### src/rtl/prometheus_fx3_pkt_gen.sv
// FX3 slave-FIFO test-pattern generator: stream, fixed-length short packet or ZLP
// traffic with an incrementing data word and a programmable inter-packet gap.
//
// state      | meaning
// -----------+-----------------------------------------------------------
// S_IDLE     | waiting for enable + valid mode + in_rdy; latches mode/len/gap
// S_WAIT_RDY | waiting for the FX3 buffer to accept writes
// S_WRITE    | driving write strobes while out_rdy is high
// S_PKTEND   | one-cycle PKTEND strobe with no data (ZLP)
// S_WR_DELAY | one cycle after a packet/burst; bumps the packet counter
// S_GAP      | idle cycles before returning to S_IDLE
module prometheus_fx3_pkt_gen #(
  parameter int DATA_WIDTH = 32,
  parameter int LEN_WIDTH  = 12,
  parameter int GAP_WIDTH  = 8,
  parameter int CNT_WIDTH  = 16
) (
  input  logic                  clk_100,
  input  logic                  rst,
  input  logic                  i_enable,
  input  logic [1:0]            i_mode,
  input  logic [LEN_WIDTH-1:0]  i_pkt_len,
  input  logic [GAP_WIDTH-1:0]  i_gap,
  input  logic                  i_gpif_in_ch0_rdy_d,
  input  logic                  i_gpif_out_ch0_rdy_d,
  output logic                  o_gpif_we_n,
  output logic                  o_gpif_pkt_end_n,
  output logic [DATA_WIDTH-1:0] o_data,
  output logic [CNT_WIDTH-1:0]  o_pkt_count,
  output logic                  o_busy
);

  typedef enum logic [2:0] {
    S_IDLE,
    S_WAIT_RDY,
    S_WRITE,
    S_PKTEND,
    S_WR_DELAY,
    S_GAP
  } state_t;

  state_t                state_q, state_d;
  logic [1:0]            mode_q, mode_d;
  logic [LEN_WIDTH-1:0]  len_q, len_d;
  logic [GAP_WIDTH-1:0]  gap_q, gap_d;
  logic [LEN_WIDTH-1:0]  word_cnt_q, word_cnt_d;
  logic [GAP_WIDTH-1:0]  gap_cnt_q, gap_cnt_d;
  logic [DATA_WIDTH-1:0] data_q, data_d;
  logic [CNT_WIDTH-1:0]  pkt_cnt_q, pkt_cnt_d;
  logic                  we_n, pkt_end_n;

  logic is_stream, is_zlp, last_word, gap_done;

  // A short packet with zero length degenerates to a ZLP.
  assign is_stream = (mode_q == 2'd0);
  assign is_zlp    = (mode_q == 2'd2) || ((mode_q == 2'd1) && (len_q == '0));
  assign last_word = (word_cnt_q == (len_q - LEN_WIDTH'(1)));
  // Compare one bit wider so a gap of all-ones cannot wrap the test.
  assign gap_done  = (({1'b0, gap_cnt_q} + (GAP_WIDTH+1)'(1)) >= {1'b0, gap_q});

  always_comb begin
    state_d    = state_q;
    mode_d     = mode_q;
    len_d      = len_q;
    gap_d      = gap_q;
    word_cnt_d = word_cnt_q;
    gap_cnt_d  = gap_cnt_q;
    data_d     = data_q;
    pkt_cnt_d  = pkt_cnt_q;
    we_n       = 1'b1;
    pkt_end_n  = 1'b1;

    if (!i_enable) begin
      state_d    = S_IDLE;
      word_cnt_d = '0;
      gap_cnt_d  = '0;
      data_d     = '0;
      pkt_cnt_d  = '0;
    end else begin
      case (state_q)
        S_IDLE: begin
          word_cnt_d = '0;
          gap_cnt_d  = '0;
          if ((i_mode != 2'd3) && i_gpif_in_ch0_rdy_d) begin
            state_d = S_WAIT_RDY;
            mode_d  = i_mode;
            len_d   = i_pkt_len;
            gap_d   = i_gap;
          end
        end
        S_WAIT_RDY: begin
          if (i_gpif_out_ch0_rdy_d) state_d = is_zlp ? S_PKTEND : S_WRITE;
        end
        S_WRITE: begin
          if (i_gpif_out_ch0_rdy_d) begin
            we_n       = 1'b0;
            data_d     = data_q + DATA_WIDTH'(1);
            word_cnt_d = word_cnt_q + LEN_WIDTH'(1);
            if (!is_stream && last_word) begin
              pkt_end_n  = 1'b0;
              word_cnt_d = '0;
              state_d    = S_WR_DELAY;
            end
          end else begin
            // Short packets pause and resume; a stream burst ends here.
            state_d = is_stream ? S_WR_DELAY : S_WAIT_RDY;
          end
        end
        S_PKTEND: begin
          pkt_end_n = 1'b0;
          state_d   = S_WR_DELAY;
        end
        S_WR_DELAY: begin
          pkt_cnt_d = pkt_cnt_q + CNT_WIDTH'(1);
          state_d   = S_GAP;
        end
        S_GAP: begin
          gap_cnt_d = gap_cnt_q + GAP_WIDTH'(1);
          if (gap_done) begin
            gap_cnt_d = '0;
            state_d   = S_IDLE;
          end
        end
        default: state_d = S_IDLE;
      endcase
    end
  end

  always_ff @(posedge clk_100) begin
    if (rst) begin
      state_q    <= S_IDLE;
      mode_q     <= 2'd0;
      len_q      <= '0;
      gap_q      <= '0;
      word_cnt_q <= '0;
      gap_cnt_q  <= '0;
      data_q     <= '0;
      pkt_cnt_q  <= '0;
    end else begin
      state_q    <= state_d;
      mode_q     <= mode_d;
      len_q      <= len_d;
      gap_q      <= gap_d;
      word_cnt_q <= word_cnt_d;
      gap_cnt_q  <= gap_cnt_d;
      data_q     <= data_d;
      pkt_cnt_q  <= pkt_cnt_d;
    end
  end

  assign o_gpif_we_n      = we_n;
  assign o_gpif_pkt_end_n = pkt_end_n;
  assign o_data           = data_q;
  assign o_pkt_count      = pkt_cnt_q;
  assign o_busy           = (state_q != S_IDLE);

endmodule

### config.mk
export PLATFORM = sky130hd
export DESIGN_NAME = prometheus_fx3_pkt_gen
export DESIGN_NICKNAME = d
export VERILOG_FILES = /design/src/rtl/prometheus_fx3_pkt_gen.sv
export SDC_FILE = /design/constraint.sdc
export NUM_CORES = 1
export LEC_CHECK = 0
export CAP_MARGIN = 10
export CORE_UTILIZATION = 37
export CTS_CLUSTER_SIZE = 16
export DETAILED_ROUTE_END_ITERATION = 8
export DONT_BUFFER_PORTS = 1
export PLACE_DENSITY = 0.6
export SYNTH_ARGS = -nofsm -noshare
export SYNTH_HDL_FRONTEND = slang
export SYNTH_SLANG_ARGS = --single-unit
### constraint.sdc
create_clock -name clk_100 -period 2.7 [get_ports clk_100]
set_input_delay 0.675 -clock clk_100 [delete_from_list [all_inputs] [get_ports clk_100]]
set_output_delay 0.675 -clock clk_100 [all_outputs]
set_load 0.02 [all_outputs]
# [Yosys cells after proc, flatten, opt, wreduce, memory -nomap -nowiden]
# Index checks and enable logic that the tools add are counted.
# Widths: inputs -> output; s select.
[op_classes] addsub=6 order_cmp=1 n_eq_ne=14 muxes=20 bitwise=1 reduce_logical=16
[ops] op="$add 32x1->32 const B" n=1
[ops] op="$mux 12" n=2
[ops] op="$pmux 12 s2" n=1
[ops] op="$mux 3" n=6
[ops] op="$pmux 3 s6" n=1
[ops] op="$add 16x1->16 const B" n=1
[ops] op="$pmux 8 s2" n=1
[ops] op="$add 12x1->12 const B" n=1
[ops] op="$eq 12x12->1" n=1
[ops] op="$logic_not 12->1" n=1
[ops] op="$sub 12x1->12 const B" n=1
[ops] op="$ne 2x2->1 const B" n=5
[ops] op="$add 8x1->9 const B" n=1
[ops] op="$ge 9x8->1" n=1
[ops] op="$add 8x1->8 const B" n=1
[ops] op="$mux 8" n=1
[ops] op="$mux 1" n=7
[ops] op="$eq 3x2->1 const B" n=2
[ops] op="$eq 3x3->1 const B" n=2
[ops] op="$reduce_and 2->1" n=2
[ops] op="$reduce_and 4->1" n=1
[ops] op="$reduce_bool 2->1" n=2
[ops] op="$eq 3x1->1 const B" n=1
[ops] op="$logic_and 1x1->1" n=3
[ops] op="other kinds (12)" n=12
[totals] regBits=93 wordCells=66

# [Longest topological paths before layout]
# Gate-level depths: netlist (run 1).
[depth] depth_word=7 depth_mapped=12

# [Worst setup path after synthesis (run 1)]
# OpenSTA, ideal clock, no wires.
[synth_timing] kind="register to output" start="reg len_q[0]" end="out o_gpif_pkt_end_n" arrival_time_ps=2342 t_required_ps=2025 setup_slack_ps=-317 stages_incl_launch_ff=10 n_path_buf=0 path_cell_list="dfxtp_1 > inv_1 > ha_1 > nor3b_2 > and3_2 > a211o_1 > a32oi_2 > or3_1 > nor2_1 > o211ai_1"
[synth_between] elab_chain_len=7
[synth_lines] element="start: declaration" line="44" rtl="logic [LEN_WIDTH-1:0] len_q, len_d;"
[synth_lines] element="start signal: assignment" line="142" rtl="len_q <= len_d;"
[synth_lines] element="$sub 12x1->12" line="57" rtl="assign last_word = (word_cnt_q == (len_q - LEN_WIDTH'(1)));"
[synth_lines] element="$eq 12x12->1" line="57"
[synth_lines] element="$logic_and 1x1->1" line="99" rtl="if (!is_stream && last_word) begin"
[synth_lines] element="$mux 1" line="99"
[synth_lines] element="$mux 1" line="95" rtl="if (i_gpif_out_ch0_rdy_d) begin"
[synth_lines] element="$pmux 1 s2" line="80" rtl="case (state_q)"
[synth_lines] element="$mux 1" line="73" rtl="if (!i_enable) begin"
[synth_lines] element="end: declaration" line="27" rtl="output logic o_gpif_pkt_end_n,"
# Every way passes these cells.

# [Final worst setup path (run 1)]
# Ends and elaborated chain as after synthesis.

==> results by stage, run 1 <==
Timing:
- Setup repair after global routing could not meet its margin everywhere.
- For the pin with the worst max-slew slack, the measured transition is between 0.6 and 0.7 ns.
- The smallest setup slack after layout is -0.498 ns.
- The max-slew violation total from the final report is 0.
- The final clock skew is approximately 0.0068 ns.
- The minimum period implied by the final worst setup slack is 3.20 ns.
- The worst-case hold slack is around 0.38 ns.
- The final hold violation count is 0.
- The fmax is approximately 310 MHz.
- The relative slew slack is 56.7%.
- Setup violations remaining at the end of the flow were counted as 1.
- The final clock period utilization by the worst path is 118%.

Synth:
- After synthesis the netlist holds a flip-flop and latch count of 93.
- By area the synthesized netlist is led by sky130_fd_sc_hd__dfxtp_1 39%, sky130_fd_sc_hd__xor2_1 6.7%, sky130_fd_sc_hd__nand2_1 6.3%.
- Sequential cells were found to cover between 30% and 40% of the synthesized design area.
- The total number of yosys warnings is 0.
- The cell area after synthesis is 4720 um2.
- A synthesized cell averages 8.19 um2.
- The number of distinct library cells after synthesis is 57.
- The most used flip-flop cell after synthesis is sky130_fd_sc_hd__dfxtp_1.
- The number of synthesized flops with an enable pin is 0.
- The number of cells produced by synthesis is around 580.
- Counting flops with an async set or reset pin after synthesis yields a share of 0%.
- Counting every net in the synthesized netlist gives around 620.
- The fraction of post-synthesis cell area in the top cell type by area is between 30% and 40%.
- sky130_fd_sc_hd__dfxtp_1 takes more of the synthesized area than any other cell.

Setup path:
- The endpoint identified for the worst register-to-register timing path is state_q[0].
- Data on the critical path arrives at its endpoint at 2.52 ns.
- In this run the critical register-to-register path is launched from gap_cnt_q[0].
- The slowest library cell on the worst path is sky130_fd_sc_hd__or3_4.
- The number of cells traversed by the worst register-to-register path is 12.
- The setup path with the least slack is of type flop to output pin.
- The data required time at the worst endpoint is about 2 ns.
- The last element of the critical path is o_gpif_pkt_end_n.
- In this run the register-to-register setup slack is ~0.18 ns.
- The endpoint kind of the worst setup timing path is an output pin.
- The critical path starts at len_q[0].
- The kind of start point of the critical path is a flop.
- The signal on the critical path passes through inv_2 -> ha_4 -> o21ba_1 -> a221oi_2 -> a41oi_1 -> a311o_2 -> or3_4 -> nor2_2 -> o211ai_1 -> buf_4.
- In this run the worst path has a maximum fanout of 5.
- The maximum cell stage delay along the critical path is ~0.38 ns.

Placement:
- The detailed-placement wirelength estimate is 8280 um.
- In this run the tool buffered the top-level ports with 0 buffer cells.
- Routability-driven placement finished with a final weighted congestion of 0.799.

Global route:
- The pin count of the biggest net entering global routing is between 40 and 50.
- The total overflow reported by the global router is 0.
- The number of global-route vias before repair came to 3,918.
- The total routing resource utilization after global routing is ~18%.
- The global-route wire length before repair is ~19,000 um.
- The initial antenna violation count was 0.

Finish:
- Leaving out fill and tap cells, the most frequent cell in the layout is sky130_fd_sc_hd__dfxtp_1.
- The number of antenna diodes in the final layout is 0.
- At the end of the flow, the number of nets in the layout was about 650.
- Cells with a size suffix above 1 make up between 10% and 20% of the layout.
- In the layout the commonest cells are 87 x sky130_fd_sc_hd__dfxtp_1, 79 x sky130_fd_sc_hd__nand2_1, 64 x sky130_fd_sc_hd__nor2_1.
- The area growth from synthesis to final layout is 19.6%.
- Measured on the finished design, the core utilization comes to 46.3%.

Route:
- The first detailed-routing pass ran for 4 iterations.
- The detail route stage leaves a number of antenna-violating nets equal to 0.
- For this block, the via count after detailed routing is between 4,000 and 5,000.
- The total wirelength of the detailed-routed design is 11,300 um.
- The residual DRC count is 0.
- After detailed routing, the average wire length per cell comes to ~14 um.
- Dividing the detail-routed via count by the number of cells gives 5.22.
- In this run, the number of DRC markers left after iteration 0 of detailed routing was slightly below 200.

Floorplanning:
- The initialized floorplan defines 40 standard-cell rows.
- The die extent in x is 115 um.
- The die boundary height is around 110 um.
- The core region is ~12,000 um2.
- Pin placement for this block handled 78 I/O pins.
- The die covers approximately 13,000 um2.
- Once the floorplan was initialized, standard cells occupied approximately two fifths of the core.

Hold path:
- The worst hold path belongs to the class primary input to flop.
- Counting instances, the worst hold path has a depth of 1.

Power:
- The overall power of the completed layout is between 2 and 3 mW.
- Dividing total power by cell area gives a power density of between 500 and 600 nW/um2.
- IR analysis of the VDD net gives a maximum drop of around 0.29 mV.
- The cell leakage power is between 2 and 2.5 nW.

Clock tree:
- The tree is rooted in a sky130_fd_sc_hd__clkbuf_16.
- Clock latency on the worst-skew pair, taken at its later pin, is between 0.3 and 0.4 ns.
- The clock passes through at most 2 buffers.
- The clock-pin transition on the worst setup and hold timing paths is ~0.060 ns.
- The H-tree depth is 3.
- The number of buffers created by CTS is 9.
- Hold repair after CTS inserted 0 buffers.
- The clock sink count is slightly above 90.
- The clock tree from TritonCTS is done.

Status:
- The run finished, with violations left.
- The checks that failed: setup timing.

Job:
- The number of violations of the max-capacitance limit is 0.
power by group:
group / leakage, nW / total [mW] / switching, mW / internal [mW]
logic: 1.11 / 0.244 / 0.133 / 0.111
clock network: 0.146 / 1.26 / 0.549 / 0.714
registers: 0.755 / 1.40 / 0.0176 / 1.38
logic make-up (layout without fill, tap and decap cells):
| logic type | count (synthesis) | in the layout | share of synthesized area (%) |
|---|---|---|---|
| muxes | 6 | 6 | 1.27 |
| DFF | 93 | 93 | 39.4 |
| xor gates and xnor gates | 60 | 60 | 11.1 |
| buffers and inverters | 47 | 86 | 4.00 |
| AOI/OAI and AO/OA | 97 | 97 | 13.9 |
| and+or+nand+nor | 261 | 261 | 26.9 |
| adders and majority gates | 13 | 13 | 3.44 |
per-stage QoR:
| step | instances | TNS (ns) | instance area [um2] | setup slack (ns) |
|---|---|---|---|---|
| final | 784 | -0.498 | 5650 | -0.498 |
| after global routing | 784 | -0.679 | 5650 | -0.652 |
| after CTS | 782 | -0.530 | 5550 | -0.530 |
| after detailed placement | 765 | -0.290 | 5230 | -0.278 |
| after global placement | 765 | -0.186 | 5230 | -0.186 |
| after floorplan | 577 | -0.120 | 4770 | -0.120 |
worst max-delay path: cells and delay by family (launching register included):
family / cells / cell delay [ns]
buffers and inverters: 2 / 0.24
AND/OR/NAND/NOR: 2 / 0.46
adder cells (fa/ha/maj): 1 / 0.17
AO/OA/AOI/OAI: 5 / 0.93
flip-flops: 1 / 0.37
synthesized netlist by cell type (7+ instances only):
master	count
sky130_fd_sc_hd__nor2_1	68
sky130_fd_sc_hd__dfxtp_1	93
sky130_fd_sc_hd__a211oi_1	7
sky130_fd_sc_hd__nand2_1	79
sky130_fd_sc_hd__xnor2_1	24
sky130_fd_sc_hd__ha_1	13
sky130_fd_sc_hd__and3_1	13
sky130_fd_sc_hd__nand3_1	29
sky130_fd_sc_hd__xor2_1	36
sky130_fd_sc_hd__or3_1	11
sky130_fd_sc_hd__nor3_1	13
sky130_fd_sc_hd__inv_1	21
sky130_fd_sc_hd__a21oi_1	40
sky130_fd_sc_hd__o21ai_0	12
sky130_fd_sc_hd__clkbuf_1	21
sky130_fd_sc_hd__nand4_1	15
sequential cells by signal, summed over array words and instances (netlist names):
register	flops
gap_cnt_q	8
len_q	12
o_pkt_count	16
mode_q	2
gap_q	8
state_q	3
o_data	32
word_cnt_q	12
routing by layer:
metal / global-route usage [%] / share of wire (%) / vias to the layer above
met2: 30.7 / 51 / 73
met3: 3.16 / 3.2 / 18
li1: - / - / 2062
met1: 21.8 / 43 / 1939
met4: 8.92 / 2.3 / 0
met5: 0 / 0 / -
repair_timing:
item,in CTS,in global routing
endpoints found under the setup margin,2,11
resized for setup,6,20
pin swaps,3,5
setup buffers,2,2
how the worst min path moves through the flow:
| stage | from | end | slack [ns] |
|---|---|---|---|
| final | rst | len_q[1] | 0.38 |
| after CTS | rst | len_q[1] | 0.37 |
| after floorplan | gap_q[1] | gap_q[1] | 0.43 |
| after detailed placement | gap_q[4] | gap_q[4] | 0.44 |
| after global routing | rst | len_q[1] | 0.36 |
| after global placement | gap_q[2] | gap_q[2] | 0.44 |
cell type report:
class	count	area, um2
multi-input combinational	437	2800
fill	1259	6560
clock inverter	6	62.6
inverter	21	78.8
tap	168	210
sequential	93	1880
clock buffer	9	225
timing repair buffer	50	388
Note: power is estimated with default switching activity, not from simulation.
==> inputs of run 2 (changes only) <==
- CORE_ASPECT_RATIO: unset -> 0.75
- PLACE_DENSITY: 0.6 -> unset
- PLACE_DENSITY_LB_ADDON: unset -> 0.08
- SETUP_SLACK_MARGIN: unset -> 0.15
==> results by stage, run 2 (same netlist as run 1, synthesis figures left out) <==
Finish:
- The final core utilization is 46.6% (+0.38 points).
- The combined flip-flop and latch cell area is 1890 um2 (+0.27%).
- The number of inserted filler cells in the final layout came to 1,243 (-1.3%).
- In the layout the commonest cells are 85 x sky130_fd_sc_hd__dfxtp_1, 78 x sky130_fd_sc_hd__nand2_1, 66 x sky130_fd_sc_hd__nor2_1.
- The number of inserted diodes was 0 (unchanged).
- The ratio of cells with drive above 1 in the final layout is 20.2% (+3.0 points).
- The area growth from synthesis to final layout is 22.0%.
- Leaving out fill and tap cells, the most frequent cell in the layout is sky130_fd_sc_hd__dfxtp_1.
- The number of flip-flops in the largest register is 32 (unchanged).
- The net count of the finished layout is 659 (+1.1%).
- The multi-input logic area was 2880 um2 (+2.5%).

Clock tree:
- The clock-pin transition on the worst setup and hold timing paths is 0.06 ns (about the same).
- The latest clock arrival within the worst-skew pair is 0.34 ns (about the same).
- The clock sink count is 93 (unchanged).
- The cell at the root of the clock tree is sky130_fd_sc_hd__clkbuf_16.
- The H-tree depth is 3 (unchanged).
- The deepest clock path buffer count came to 2 (unchanged).
- The clock tree from TritonCTS is done.
- The number of buffers created by CTS is 9 (unchanged).

Status:
- The checks that failed: setup timing.
- The flow ran to the end, but the final reports show violations.

Setup path:
- The worst setup path is launched from a flop.
- The data required time at the worst endpoint is 2.03 ns (about the same).
- The reg-to-reg critical path endpoint is state_q[0].
- The critical path is of the flop to output pin type.
- STA classifies the critical path endpoint as an output pin.
- The critical path arrival was 2.47 ns (-0.05 ns).
- The worst-case register-to-register setup slack came to 0.18 ns (about the same).
- In this run the critical register-to-register path is launched from gap_cnt_q[0].
- The highest net fanout along the worst path was 5 (unchanged).
- The number of cells traversed by the worst register-to-register path is 12 (unchanged).

Global route:
- The total routing resource utilization after global routing is 18.3% (+0.33 points).
- The global-route wire length before repair is 19,500 um (+5.1%).
- The total overflow reported by the global router is 0 (unchanged).
- The pin count of the biggest net entering global routing is 32 (-27%).
- The initial antenna violation count is 0 (unchanged).
- The number of global-route vias before repair is 3,872 (-1.2%).

Floorplanning:
- The starting density of the core is 38.2% (-0.43 points).
- The die extent in x is 132 um (+15%).
- The die boundary height is 99.8 um (-13%).
- The count of boundary I/O pins came to 78 (unchanged).
- The core outline area is 12,300 um2 (+1.1%).
- The number of core rows is 35 (-13%).
- The die outline area is 13,200 um2 (about the same).

Timing:
- The fmax was 318 MHz (+1.6%).
- The final hold violation count came to 0 (unchanged).
- The max-slew violation total from the final report is 0 (unchanged).
- The smallest setup slack after layout was -0.446 ns (+0.0513 ns).
- The worst-case hold slack is 0.392 ns (+0.00923 ns).
- The relative slew slack is 52.4% (-4.3 points).
- The setup-violating endpoint count in the final report is 1 (unchanged).
- The minimum period implied by the final worst setup slack was 3.15 ns (-0.0513 ns).
- The final clock period utilization by the worst path was 117% (-1.9 points).
- The total negative slack is -0.446 ns (+0.0513 ns).
- The transition time at the pin with the least slew margin is 0.714 ns (+0.0648 ns).
- Setup repair after global routing could not meet its margin everywhere.
- The final clock skew was 0.00435 ns (-0.00244 ns).

Placement:
- The final weighted congestion in routability-driven placement is 0.840 (+5.1%).
- The pre-CTS setup slack is -0.173 ns (+0.105 ns).
- The detailed-placement wirelength estimate is 8450 um (+2.1%).
- The number of buffer cells added on primary ports was 0 (unchanged).

Route:
- The average via count per standard cell is 5.12 (-1.9%).
- The detailed router used layers up to and including met4.
- The routed length on met1 was 5650 um (+16%).
- The number of vias after detailed routing is 4,045 (-1.1%).
- The wire length on met2 is 5340 um (-7.3%).
- The residual DRC count was 0 (unchanged).
- The first-iteration detailed-routing DRC count was 174 (-10%).
- The sum of met3 wire segment lengths after detailed routing is 518 um (+46%).
- The routed wire length per instance is 14.8 um (+2.8%).
- The detailed-routing iteration count for the pre-antenna-repair pass is 4 (unchanged).
- The total wirelength of the detailed-routed design is 11,700 um (+3.6%).
- The number of routed nets with antenna violations is 0 (unchanged).

Hold path:
- In this run the worst hold path is classified as primary input to flop.
- The cell depth of the worst hold path is 1 (unchanged).
- The worst hold path begins at rst.
- The worst hold endpoint is len_q[1].

Power:
- The power density over the cells is 496 nW/um2 (-3.7%).
- The cell leakage power came to 2.05 nW (+1.5%).
- The overall power of the completed layout is 2.86 mW (-1.8%).
- The maximum resistive drop on vdd came to 0.282 mV (-2.5%).

Job:
- The number of violations of the max-capacitance limit is 0 (unchanged).
-- run 2: cell count changes in the layout (fill, tap and decap cells not counted), moves of 2 or more --
cell	previous run	this run
sky130_fd_sc_hd__a22oi_2	0	5
sky130_fd_sc_hd__a22oi_1	6	1
sky130_fd_sc_hd__nor2_1	64	66
sky130_fd_sc_hd__nand3_2	2	0
sky130_fd_sc_hd__buf_4	49	55
sky130_fd_sc_hd__nor3_2	2	4
sky130_fd_sc_hd__nor2_2	3	0
sky130_fd_sc_hd__buf_6	0	2
sky130_fd_sc_hd__nand3_4	0	2
sky130_fd_sc_hd__dfxtp_1	87	85
sky130_fd_sc_hd__a21oi_2	1	3
sky130_fd_sc_hd__a21oi_1	39	37
sky130_fd_sc_hd__nor3_1	12	10
-- run 2: per-layer routing --
layer | GRT usage, % | vias up
li1 | - | 2076
met1 | 24.7 | 1888
met2 | 28.9 | 66
met3 | 4.39 | 15
met4 | 5.84 | 0
met5 | 0 | -
-- run 2: worst max-delay path by stage --
stage | start | to | slack, ns | cells after the start
floorplan | len_q[0] | o_gpif_pkt_end_n | -0.09 | 9
global placement | len_q[0] | o_gpif_pkt_end_n | -0.15 | 9
detailed placement | len_q[1] | o_gpif_pkt_end_n | -0.17 | 9
CTS | len_q[0] | o_gpif_pkt_end_n | -0.46 | 9
global route | len_q[0] | o_gpif_pkt_end_n | -0.55 | 9
finish | len_q[0] | o_gpif_pkt_end_n | -0.45 | 10
-- run 2: report_power, final --
part	leakage (nW)	internal [mW]	switching [mW]
Sequential	0.757	1.38	0.0156
Clock	0.142	0.648	0.548
Combinational	1.15	0.118	0.144
Total	2.05	2.15	0.708
-- run 2: per-stage QoR --
step	std cells	area (um2)
after floorplan	577	4820
after global placement	765	5280
after detailed placement	765	5280
after CTS	785	5630
after global routing	790	5760
final	790	5760
-- run 2: critical path, cell delays in order, from the launching register on --
cell	delay [ns]
sky130_fd_sc_hd__dfxtp_4	0.37
sky130_fd_sc_hd__inv_2	0.05
sky130_fd_sc_hd__ha_4	0.17
sky130_fd_sc_hd__nor3b_4	0.16
sky130_fd_sc_hd__buf_4	0.15
sky130_fd_sc_hd__a221oi_2	0.28
sky130_fd_sc_hd__a41oi_1	0.07
sky130_fd_sc_hd__o22a_2	0.23
sky130_fd_sc_hd__or3_4	0.33
sky130_fd_sc_hd__nor2_1	0.09
sky130_fd_sc_hd__o211ai_1	0.22
-- run 2: layout make-up --
cell class	instances	area share, %
Multi-Input combinational cell	437	49.9
Inverter	21	1.37
Timing Repair Buffer	57	7.56
Tap cell	166	3.61
Clock inverter	6	0.652
Sequential cell	93	32.8
Clock buffer	10	4.15
-- run 2: what timing repair did --
item / CTS / global route
hold endpoints to repair: 0 / 0
hold buffers: 0 / 0
endpoints found under the setup margin: 9 / 15
resized for setup: 9 / 24
pin swaps: 7 / 12
setup buffers: 4 / 5
